===== config.mk =====
export PLATFORM = sky130hd
export DESIGN_NAME = router_pkt_source
export DESIGN_NICKNAME = d
export VERILOG_FILES = /design/src/rtl/router_pkt_source.sv
export SDC_FILE = /design/constraint.sdc
export NUM_CORES = 1
export LEC_CHECK = 0
export ABC_AREA = 0
export ABC_CLOCK_PERIOD_IN_PS = 3150
export BUFFER_PORTS_ARGS = -buffer_cell sky130_fd_sc_hd__buf_2
export CAP_MARGIN = 20
export CELL_PAD_IN_SITES_DETAIL_PLACEMENT = 2
export CELL_PAD_IN_SITES_GLOBAL_PLACEMENT = 2
export CORE_ASPECT_RATIO = 0.7
export CORE_UTILIZATION = 48
export DETAILED_ROUTE_END_ITERATION = 10
export PLACE_DENSITY = 0.81
export SYNTH_ARGS = -nofsm -noshare
export SYNTH_HDL_FRONTEND = slang
export SYNTH_SLANG_ARGS = --single-unit

===== constraint.sdc =====
create_clock -name clk -period 3.15 [get_ports clk]
set_clock_uncertainty 0.1 [all_clocks]
set_input_delay 0.63 -clock clk [delete_from_list [all_inputs] [get_ports clk]]
set_output_delay 0.63 -clock clk [all_outputs]
set_load 0.1 [all_outputs]

===== src/rtl/router_pkt_source.sv =====
`default_nettype none
// ============================================================================
//  Module      : router_pkt_source
//  Description : Buffers one command's payload, then streams header, payload
//                and XOR parity into router_1x3, pacing on its busy input.
//  Revision    : 1.0 - initial release
// ============================================================================
module router_pkt_source #(
    parameter int         DEPTH    = 64,
    parameter int         IDLE_GAP = 2,
    parameter logic [1:0] BAD_ADDR = 2'b11
) (
    input  logic       clk,
    input  logic       rstn,
    input  logic       cmd_valid,
    output logic       cmd_ready,
    input  logic [1:0] cmd_addr,
    input  logic [5:0] cmd_len,
    input  logic       cmd_inj_err,
    input  logic       pay_valid,
    output logic       pay_ready,
    input  logic [7:0] pay_data,
    output logic [7:0] data_in,
    output logic       pkt_valid,
    input  logic       busy,
    output logic       tx_active,
    output logic       tx_done,
    output logic       cmd_err
);

    localparam int c_AW = (DEPTH > 1) ? $clog2(DEPTH) : 1;
    localparam int c_GW = (IDLE_GAP > 1) ? $clog2(IDLE_GAP + 1) : 1;
    localparam logic [c_GW-1:0] c_GAP_LAST = c_GW'(IDLE_GAP - 1);

    localparam logic [2:0] c_IDLE = 3'd0;
    localparam logic [2:0] c_LOAD = 3'd1;
    localparam logic [2:0] c_HDR  = 3'd2;
    localparam logic [2:0] c_PAY  = 3'd3;
    localparam logic [2:0] c_PAR  = 3'd4;
    localparam logic [2:0] c_GAP  = 3'd5;

    logic [2:0]      r_state;
    logic [1:0]      r_addr;
    logic [5:0]      r_len;
    logic            r_inj;
    logic [7:0]      r_par;
    logic [5:0]      r_cnt;
    logic [5:0]      r_rd;
    logic [c_GW-1:0] r_gap;
    logic [7:0]      r_data;
    logic            r_pkt_valid;
    logic            r_cmd_ready;
    logic            r_tx_done;
    logic            r_cmd_err;
    logic [7:0]      r_buf [DEPTH];

    logic            w_cmd_hs;
    logic            w_pay_ready;
    logic            w_pay_hs;
    logic [7:0]      w_hdr;
    logic [5:0]      w_rd_next;
    logic [7:0]      w_par_out;

    assign w_cmd_hs    = cmd_valid & r_cmd_ready;
    assign w_pay_ready = (r_state == c_LOAD) && (r_cnt != r_len);
    assign w_pay_hs    = pay_valid & w_pay_ready;
    assign w_hdr       = {r_len, r_addr};
    assign w_rd_next   = r_rd + 6'd1;
    assign w_par_out   = r_par ^ {7'b0, r_inj};

    assign cmd_ready = r_cmd_ready;
    assign pay_ready = w_pay_ready;
    assign data_in   = r_data;
    assign pkt_valid = r_pkt_valid;
    assign tx_active = (r_state != c_IDLE) && (r_state != c_LOAD);
    assign tx_done   = r_tx_done;
    assign cmd_err   = r_cmd_err;

    // Payload storage carries no reset; contents are rewritten before every read.
    always_ff @(posedge clk) begin
        if (w_pay_hs) begin
            r_buf[c_AW'(r_cnt)] <= pay_data;
        end
    end

    always_ff @(posedge clk) begin
        if (!rstn) begin
            r_state     <= c_IDLE;
            r_addr      <= 2'd0;
            r_len       <= 6'd0;
            r_inj       <= 1'b0;
            r_par       <= 8'd0;
            r_cnt       <= 6'd0;
            r_rd        <= 6'd0;
            r_gap       <= '0;
            r_data      <= 8'd0;
            r_pkt_valid <= 1'b0;
            r_cmd_ready <= 1'b0;
            r_tx_done   <= 1'b0;
            r_cmd_err   <= 1'b0;
        end else begin
            r_tx_done <= 1'b0;
            r_cmd_err <= 1'b0;
            case (r_state)
                c_IDLE: begin
                    r_cmd_ready <= 1'b1;
                    if (w_cmd_hs) begin
                        r_addr      <= cmd_addr;
                        r_len       <= cmd_len;
                        r_inj       <= cmd_inj_err;
                        r_par       <= {cmd_len, cmd_addr};
                        r_cnt       <= 6'd0;
                        r_cmd_ready <= 1'b0;
                        r_state     <= c_LOAD;
                    end
                end
                c_LOAD: begin
                    if (r_cnt == r_len) begin
                        // Rejected destinations still drain their payload before the error pulse.
                        if (r_addr == BAD_ADDR) begin
                            r_cmd_err   <= 1'b1;
                            r_cmd_ready <= 1'b1;
                            r_state     <= c_IDLE;
                        end else begin
                            r_data      <= w_hdr;
                            r_pkt_valid <= 1'b1;
                            r_state     <= c_HDR;
                        end
                    end else if (w_pay_hs) begin
                        r_par <= r_par ^ pay_data;
                        r_cnt <= r_cnt + 6'd1;
                    end
                end
                c_HDR: begin
                    if (!busy) begin
                        r_rd <= 6'd0;
                        if (r_len == 6'd0) begin
                            r_data      <= w_par_out;
                            r_pkt_valid <= 1'b0;
                            r_state     <= c_PAR;
                        end else begin
                            r_data  <= r_buf[0];
                            r_state <= c_PAY;
                        end
                    end
                end
                c_PAY: begin
                    if (!busy) begin
                        r_rd <= w_rd_next;
                        if (r_rd == (r_len - 6'd1)) begin
                            r_data      <= w_par_out;
                            r_pkt_valid <= 1'b0;
                            r_state     <= c_PAR;
                        end else begin
                            r_data <= r_buf[c_AW'(w_rd_next)];
                        end
                    end
                end
                c_PAR: begin
                    if (!busy) begin
                        r_gap   <= '0;
                        r_data  <= 8'd0;
                        r_state <= c_GAP;
                    end
                end
                c_GAP: begin
                    if (!busy) begin
                        if (r_gap == c_GAP_LAST) begin
                            r_tx_done   <= 1'b1;
                            r_cmd_ready <= 1'b1;
                            r_state     <= c_IDLE;
                        end else begin
                            r_gap <= r_gap + 1'b1;
                        end
                    end
                end
                default: begin
                    r_state <= c_IDLE;
                end
            endcase
        end
    end

endmodule
`default_nettype wire

Yosys cells after proc, flatten, opt, wreduce, memory -nomap -nowiden
Memories as Yosys holds them, arrays and structs flattened.
Index checks and enable logic that the tools add are counted.
{ "totals": {"reg_bits": 46, "output_inout_bits": 14, "rom_bits": 0, "input_bits": 22, "latch_bits": 0, "mem_count": 1, "mem_bits_rw": 512} }
{ "memory_table": {"columns": ["name", "words", "word_bits", "rd", "rd_ports_with_merged_regs", "wr", "line", "text"], "rows": [
  ["r_buf", 64, 8, 2, 0, 1, "55", "logic [7:0] r_buf [DEPTH];"]
]} }
{ "classes": {"n_lt_le_gt_ge": 0, "div_mod_pow": 0, "add_sub_neg": 4, "n_reduce_logical": 21, "shift": 0, "muxes": 51, "eq_ne": 25, "bitwise": 6, "n_mul": 0} }
{ "op_table": {"columns": ["cell", "count"], "rows": [
  ["two-way mux 8 bit", 10],
  ["one-hot mux 8 bit (4 select lines)", 1],
  ["two-way mux 6 bit", 5],
  ["two-way mux 3 bit", 9],
  ["!= test 2 bit, second input constant", 12],
  ["one-hot mux 6 bit (2 select lines)", 2],
  ["one-hot mux 3 bit (6 select lines)", 1],
  ["one-hot mux 8 bit (2 select lines)", 1],
  ["two-way mux 1 bit", 15],
  ["adder 6 x 1 -> 6 bit, second input constant", 2],
  ["equality test 6 bit", 2],
  ["nonzero test 3 bit", 3],
  ["two-way mux 2 bit", 4],
  ["AND reduction 4 bit", 2],
  ["AND reduction 8 bit", 1],
  ["bitwise XOR 8 x 1 -> 8 bit", 1],
  ["bitwise XOR 8 bit", 1],
  ["AND reduction 7 bit", 1],
  ["equality test 3 x 2 -> 1 bit, second input constant", 2],
  ["equality test 3 bit, second input constant", 2],
  ["logical NOT 6 bit", 1],
  ["!= test 6 bit", 1],
  ["one-hot mux 1 bit (3 select lines)", 2],
  ["AND reduction 3 bit", 2],
  ["18 further kinds", 24]
]} }

Longest topological paths before layout
Gate-level depths: netlist of run 1.
{ "depth": {"depth_word": 6, "ltp_mapped": 11, "ltp_nobuf": 9} }

Worst setup path after synthesis of run 1
Ideal clock, no wire load.
{ "synth_path": {"path_type": "flip-flop to flip-flop", "startpoint": "reg r_state[0]", "endpoint": "mem r_buf[62][0] (enable)", "t_arrival_ns": 3.099, "path_stages_with_launch": 10, "path_slack_ns": -0.420, "n_path_buf": 2, "setup_time_ns": 0.370, "cell_sequence": "dfxtp_1 > nor2b_1 > nand2b_1 > clkbuf_1 > o21ba_2 > clkbuf_1 > nand2_1 > nor2_1 > nand3_1 > nor2_1"} }
{ "synth_between": {"elab_chain_cells": 5} }
{ "synth_rtl": {"columns": ["item", "line", "text"], "rows": [
  ["start: declaration", "42", "logic [2:0] r_state;"],
  ["start signal: assignment", "88", "r_state <= c_IDLE;"],
  ["start signal: assignment", "114", "r_state <= c_LOAD;"],
  ["start signal: assignment", "123", "r_state <= c_IDLE;"],
  ["equality test 3 x 1 -> 1 bit", "65", "assign w_pay_ready = (r_state == c_LOAD) && (r_cnt != r_len);"],
  ["logical AND 1 bit", "65", null],
  ["named net pay_ready", "21", "output logic pay_ready,"],
  ["AND 1 bit", "66", "assign w_pay_hs = pay_valid & w_pay_ready;"],
  ["two-way mux 1 bit", "81", "if (w_pay_hs) begin"],
  ["two-way mux 1 bit (not written as such)", "82", "r_buf[c_AW'(r_cnt)] <= pay_data;"],
  ["end: declaration", "55", null]
]} }
The timed path passes the listed nets, and every way through them passes these cells.

Worst setup path after layout of run 1
{ "layout_path": {"startpoint": "reg r_state[0]", "endpoint": "mem r_buf[40][1] (enable)"} }
{ "layout_between": {"elab_chain_cells": 5} }
{ "layout_rtl": {"columns": ["item", "line"], "rows": [
  ["equality test 3 x 1 -> 1 bit", "65"],
  ["logical AND 1 bit", "65"],
  ["AND 1 bit", "66"],
  ["two-way mux 1 bit", "81"],
  ["two-way mux 1 bit (not written as such)", "82"]
]} }
Every way passes these cells.

==> flow_summary.yaml, run 1 <==
grt:
  grt_use_total_pct: 31.74
  grt_overflow: 0
  grt_pass1_vias: 14010
  grt_max_degree: 61
  grt_pass1_wl_um: 105600
  antenna_found_initial: 0
timing:
  worstMarginPinSlew_ps: 1052
  finalWorstSetupSlack_ps: -95.89
  max-slew-margin-rel_pct: 29.59
  drv_slew: 0
  finalHoldViolations: 0
  setup_tns_ps: -4980
  fin_crit_ps: 3246
  fmax_mhz: 308.1
  holdWs_ps: 188.2
  setup_viol: 102
  min_period_over_period_pct: 103.0
  rsz0062_at_grt: "true"
setup_path:
  path_max_fanout: 8
  critPathTopFamily: "simple AND/OR/NAND/NOR gates"
  cp-end-kind: "flip-flop"
  regToRegEndpoint: "r_buf[40][1]$_DFFE_PP_"
  max_stage_delay_ps: 690
  cp.arrival_ps: 3380
  cp_num_buf_inv: 0
  start_kind: "flip-flop"
  critPathMostFrequentCell: "nand2_1"
  rr_worst_depth: 7
  regToRegStartpoint: "r_state[0]$_SDFFE_PN0P_"
  r2r_setup_slack_ps: -100
  crit_chain: "nor2b_1, nand2b_1, o21ba_2, nand2_1, nor2_1, nand2_1, nor2_2"
  cp_slowest_cell: "nor2_2"
  worstSetupPathType: "flip-flop to flip-flop"
  cp.required_ps: 3280
clocking:
  cts_made_buffers: 53
  clk_pin_slew_ps: 60
  cts_max_level: 2
  cts_tree: "done"
  clockBufferDepth: 3
  ctsHoldBuffers: 0
  clk_latency_ps: 610
  cts-root-buf: "clkbuf_16"
  cts.sinks: 558
hold_path:
  hold_path.class: "primary input to flip-flop"
  hold_path_end: "r_inj$_SDFFE_PN0P_"
  holdPathStages: 3
  hp-start: "cmd_inj_err"
run_status:
  status: "finished with violations"
  violations: "setup timing"
floorplanning:
  die-area_um2: 48070
  rows: 66
  fp.dieW_um: 261.6
  die_y_um: 183.7
  io_pins: 36
  core_area_um2: 46490
  initial_core_util_pct: 48.71
power_and_ir_drop:
  irDropWorstVdd_mv: 0.5741
  powerDensity_nw_per_um2: 646.2
  p_leak_uw: 0.008482
place:
  portBuffers: 35
  dp_hpwl_um: 49030
  gp_congestion: 0.8309
yosys:
  synth_area_leaders: "edfxtp_1 68%, mux4_2 13%, dfxtp_1 4.1%"
  synth_cells: 1266
  yosysWarnings: 0
  synth_top_area_cell: "edfxtp_1"
  syn_area_um2: 22650
  synth.distinct_cells: 51
  ys.flop_type: "edfxtp_1"
  synth_edf_count: 512
  yosysSeqAreaShare_pct: 71.95
  ys_ff_latch: 558
  synthDominantCellAreaShare_pct: 67.89
  synthTopCellsByCount: "512 x edfxtp_1, 128 x mux4_2, 105 x nor2_1"
  synthesis.nets: 1293
  synth_most_common_cell: "edfxtp_1"
  async_flop_share_pct: 0
  avgSynthCellArea_um2: 17.89
final_layout:
  multi_input_area_um2: 6161
  fillCellCount: 3877
  antennaDiodeCount: 0
  drive_gt1_share_pct: 27.18
  seq_area_um2: 16300
  final_nets: 1410
  postLayoutCoreUtil_pct: 56.04
  area_growth_pct: 15.03
drt:
  wire_per_inst_um: 37.24
  finalWirelength_um: 75810
  vias: 13110
  drc: 0
  first_pass_iters: 5
  viasPerCell: 6.441
  dr.first_iter.drc_count: 1349
  final_antenna_net_count: 0
run:
  maxCapViolCount: 0
==> cell usage in the layout (no fill, tap or decap), types with 9 or more instances in the layout <==
cell / netlist / layout
xnor2_1: 15 / 15
buf_2: 15 / 34
o22ai_1: 32 / 32
nand2_1: 54 / 54
buf_4: 1 / 85
clkinv_1: 0 / 10
nor2_1: 105 / 79
nor2b_1: 19 / 19
nor3b_1: 10 / 10
dfxtp_1: 46 / 44
mux4_2: 128 / 128
clkbuf_1: 40 / 12
buf_12: 0 / 14
nor2_2: 0 / 19
o21ai_0: 32 / 32
clkinv_2: 0 / 12
or2_2: 9 / 9
nand3_1: 12 / 12
edfxtp_1: 512 / 512
a21oi_1: 34 / 34
or3_1: 9 / 9
clkbuf_16: 0 / 54
mux2i_1: 82 / 81
==> per-stage QoR <==
step | setup WS, ps | instance area (um^2) | total power [uW] | instances
floorplan | 105.8 | 22650 | 9691 | 1266
global placement | -29.19 | 24200 | 10300 | 1934
finish | -95.89 | 26050 | 16830 | 2036
global route | -178.7 | 26050 | 17230 | 2036
detailed placement | -124.4 | 24200 | 10420 | 1934
CTS | -199.2 | 25950 | 16850 | 2030
==> where the power goes <==
part | internal [uW] | switching (uW) | leakage, uW
sequential | 8170 | 117 | 0.00497
clock | 3560 | 2940 | 0.000830
combinational | 659 | 1380 | 0.00268
total | 12400 | 4440 | 0.00848
==> logic make-up (layout without fill, tap and decap cells) <==
| kind of cell | count (synthesis) | count (layout) | share of synthesized area [%] |
|---|---|---|---|
| flops | 558 | 558 | 71.95 |
| simple gates | 259 | 259 | 5.442 |
| mux | 211 | 211 | 16.40 |
| compound gates | 134 | 134 | 3.701 |
| buf+inv | 80 | 238 | 1.492 |
| xor+xnor | 19 | 19 | 0.7348 |
| fa+ha+maj | 5 | 5 | 0.2762 |
==> routing by layer <==
layer / up-vias / track usage (%) / share of wire [%]
li1: 5297 / - / -
met1: 7099 / 44.80 / 42
met2: 605 / 51.76 / 49
met3: 112 / 4.770 / 6.8
met4: 0 / 8.581 / 2.5
met5: - / 0 / 0
==> flip-flops by register name, summed over array words and instances, names as in the netlist, 2 cells and up <==
register and flops:
r_par 8, r_gap 2, data_in 8, r_state 3, r_rd 6, r_addr 2, r_cnt 6, r_buf 512
r_len 6
==> repair_timing <==
| action | in CTS | in global routing |
|---|---|---|
| resized for setup | 20 | 16 |
| setup buffers | 0 | 4 |
| pin swaps | 0 | 1 |
| endpoints found under the setup margin | 187 | 200 |
==> how the worst max path moves through the flow <==
stage                                        from                       to  slack (ps)  cells past startpoint
after CTS                 r_state[0]$_SDFFE_PN0P_   r_buf[26][5]$_DFFE_PP_        -200                      7
after global placement       r_rd[1]$_SDFFE_PN0P_  data_in[5]$_SDFFE_PN0P_         -30                      8
after floorplan           r_state[0]$_SDFFE_PN0P_   r_buf[62][0]$_DFFE_PP_         110                      9
final                     r_state[0]$_SDFFE_PN0P_   r_buf[40][1]$_DFFE_PP_        -100                      7
after global routing      r_state[0]$_SDFFE_PN0P_   r_buf[44][1]$_DFFE_PP_        -180                      7
after detailed placement    r_len[1]$_SDFFE_PN0P_   r_buf[52][0]$_DFFE_PP_        -120                      7
==> cell type report <==
cell class / count / area share (%)
repair buffers: 135 / 4.265
clock buffers: 66 / 5.360
well taps: 612 / 2.939
clock inverters: 30 / 1.119
flip-flops and latches: 558 / 62.57
inverters: 7 / 0.1009
multi-input cells: 628 / 23.65
==> worst reg2reg max path, stage by stage (launching register included) <==
cell and delay (ps):
dfxtp_1 330, nor2b_1 240, nand2b_1 150, o21ba_2 310
nand2_1 100, nor2_1 310, nand2_1 640, nor2_2 690
Note: power is estimated with default switching activity, not from simulation.
==> run 2: changes to the inputs <==
--- a/constraint.sdc
+++ b/constraint.sdc
@@ -4,2 +4,2 @@
 set_output_delay 0.63 -clock clk [all_outputs]
-set_load 0.1 [all_outputs]
+set_load 0.02 [all_outputs]
==> flow_summary.yaml, run 2 (synthesis results as in run 1) <==
clocking:
  cts-root-buf: "clkbuf_16"
  cts_setup_buffers: 0
  cts_max_level: 2
  clk_pin_slew_ps: 70
  cts_made_buffers: 53
  clockBufferDepth: 3
  ctsHoldBuffers: 0
  clk_latency_ps: 600
  cts.sinks: 558
  cts_tree: "done"
run_status:
  status: "finished with violations"
  violations: "setup timing"
timing:
  finalHoldViolations: 0
  max-slew-margin-rel_pct: 26.62
  setup_viol: 33
  rsz0062_at_grt: "true"
  worstMarginPinSlew_ps: 1097
  drv_slew: 0
  finalWorstSetupSlack_ps: -53.01
  fmax_mhz: 312.2
  fin_crit_ps: 3203
  holdWs_ps: 211.8
  min_period_over_period_pct: 101.7
grt:
  grt_pass1_vias: 14100
  grt_use_total_pct: 31.53
  grt_overflow: 0
  antenna_found_initial: 0
  grt_max_degree: 66
  grt_pass1_wl_um: 105100
run:
  maxCapViolCount: 0
floorplanning:
  core_area_um2: 46490
  fp.dieW_um: 261.6
  io_pins: 36
  initial_core_util_pct: 48.71
  die_y_um: 183.7
  die-area_um2: 48070
  rows: 66
drt:
  wl_met2_um: 36100
  routed-wl-met3_um: 5037
  wire_per_inst_um: 36.14
  vias: 13040
  final_antenna_net_count: 0
  highest_layer: "met4"
  dr.first_iter.drc_count: 1335
  drc: 0
  first_pass_iters: 6
  viasPerCell: 6.389
  drt-met1-wl_um: 30440
  finalWirelength_um: 73750
setup_path:
  cp_slowest_cell: "nor2_1"
  max_stage_delay_ps: 810
  start_kind: "flip-flop"
  cp-end-kind: "flip-flop"
  cp.arrival_ps: 3320
  worstSetupPathType: "flip-flop to flip-flop"
  cp.required_ps: 3270
  crit_chain: "nor2b_1, nand2b_1, o21ba_2, nand2_1, nor2_1, nand2_1, nor2_1"
  path_max_fanout: 8
final_layout:
  antennaDiodeCount: 0
  final_common_cell: "edfxtp_1"
  largest_reg_flops: 512
  area_growth_pct: 14.63
  final_cell_mix: "512 x edfxtp_1, 128 x mux4_2, 98 x nor2_1"
  largest_register: "r_buf"
  instances_no_fill: 2041
  final_nets: 1413
  drive_gt1_share_pct: 25.89
  fillCellCount: 3917
power_and_ir_drop:
  irDropWorstVdd_mv: 0.5135
  powerDensity_nw_per_um2: 639.0
  total_power_uw: 16590
  p_leak_uw: 0.008507
hold_path:
  hold_path.class: "primary input to flip-flop"
place:
  dp.cells: 1940
  dp_hpwl_um: 47820
  gp_congestion: 0.8417
  portBuffers: 35
[run 2: area by class of cell]
class / instances / area [um^2] / area share, %
Multi-Input combinational cell: 628 / 6081 / 23.42
Clock inverter: 29 / 284.0 / 1.094
Clock buffer: 69 / 1438 / 5.537
Timing Repair Buffer: 138 / 1069 / 4.116
Sequential cell: 558 / 16300 / 62.78
Inverter: 7 / 26.28 / 0.1012
Tap cell: 612 / 765.7 / 2.949
[run 2: where the power goes]
group | leakage [uW] | internal (uW) | total [uW] | switching, uW
Combinational | 0.00269 | 634 | 1740 | 1100
Sequential | 0.00497 | 8170 | 8290 | 121
Clock | 0.000844 | 3630 | 6560 | 2930
[run 2: per-stage QoR]
| stage | utilization, % | worst slack, ps | area, um^2 | setup TNS (ps) |
|---|---|---|---|---|
| floorplan | - | 311.9 | 22650 | 0 |
| global placement | 51.99 | 340.1 | 24170 | 0 |
| detailed placement | 52.02 | 17.20 | 24180 | 0 |
| CTS | 55.72 | 1.333 | 25910 | 0 |
| global route | 55.84 | -184.1 | 25960 | -6585 |
| finish | 55.84 | -53.01 | 25960 | -1101 |
[run 2: worst paths after layout]
kind                                start                     end  slack, ps  cells past startpoint
hold / removal                cmd_inj_err      r_inj$_SDFFE_PN0P_        210                      3
setup / recovery  r_state[0]$_SDFFE_PN0P_  r_buf[32][0]$_DFFE_PP_        -50                      7
hold reg to reg     r_gap[1]$_SDFFE_PN0P_   r_gap[1]$_SDFFE_PN0P_        360                      2
setup reg to reg  r_state[0]$_SDFFE_PN0P_  r_buf[32][0]$_DFFE_PP_        -50                      7
[run 2: what timing repair did]
action                                  4_1_cts  5_1_grt
hold endpoints to repair                      0        0
gates resized for setup                       0       10
endpoints found under the setup margin        0      112
[run 2: layer usage]
layer,vias to the layer above,track usage [%]
li1,5300,-
met1,7072,43.09
met2,551,51.68
met3,116,6.162
met4,0,8.930
met5,-,0
[run 2: critical path: cells and delay by family, from the launching register on]
kind	cells	cell delay, ps
AOI/OAI and AO/OA	1	330
DFF	1	330
and+or+nand+nor	6	2050
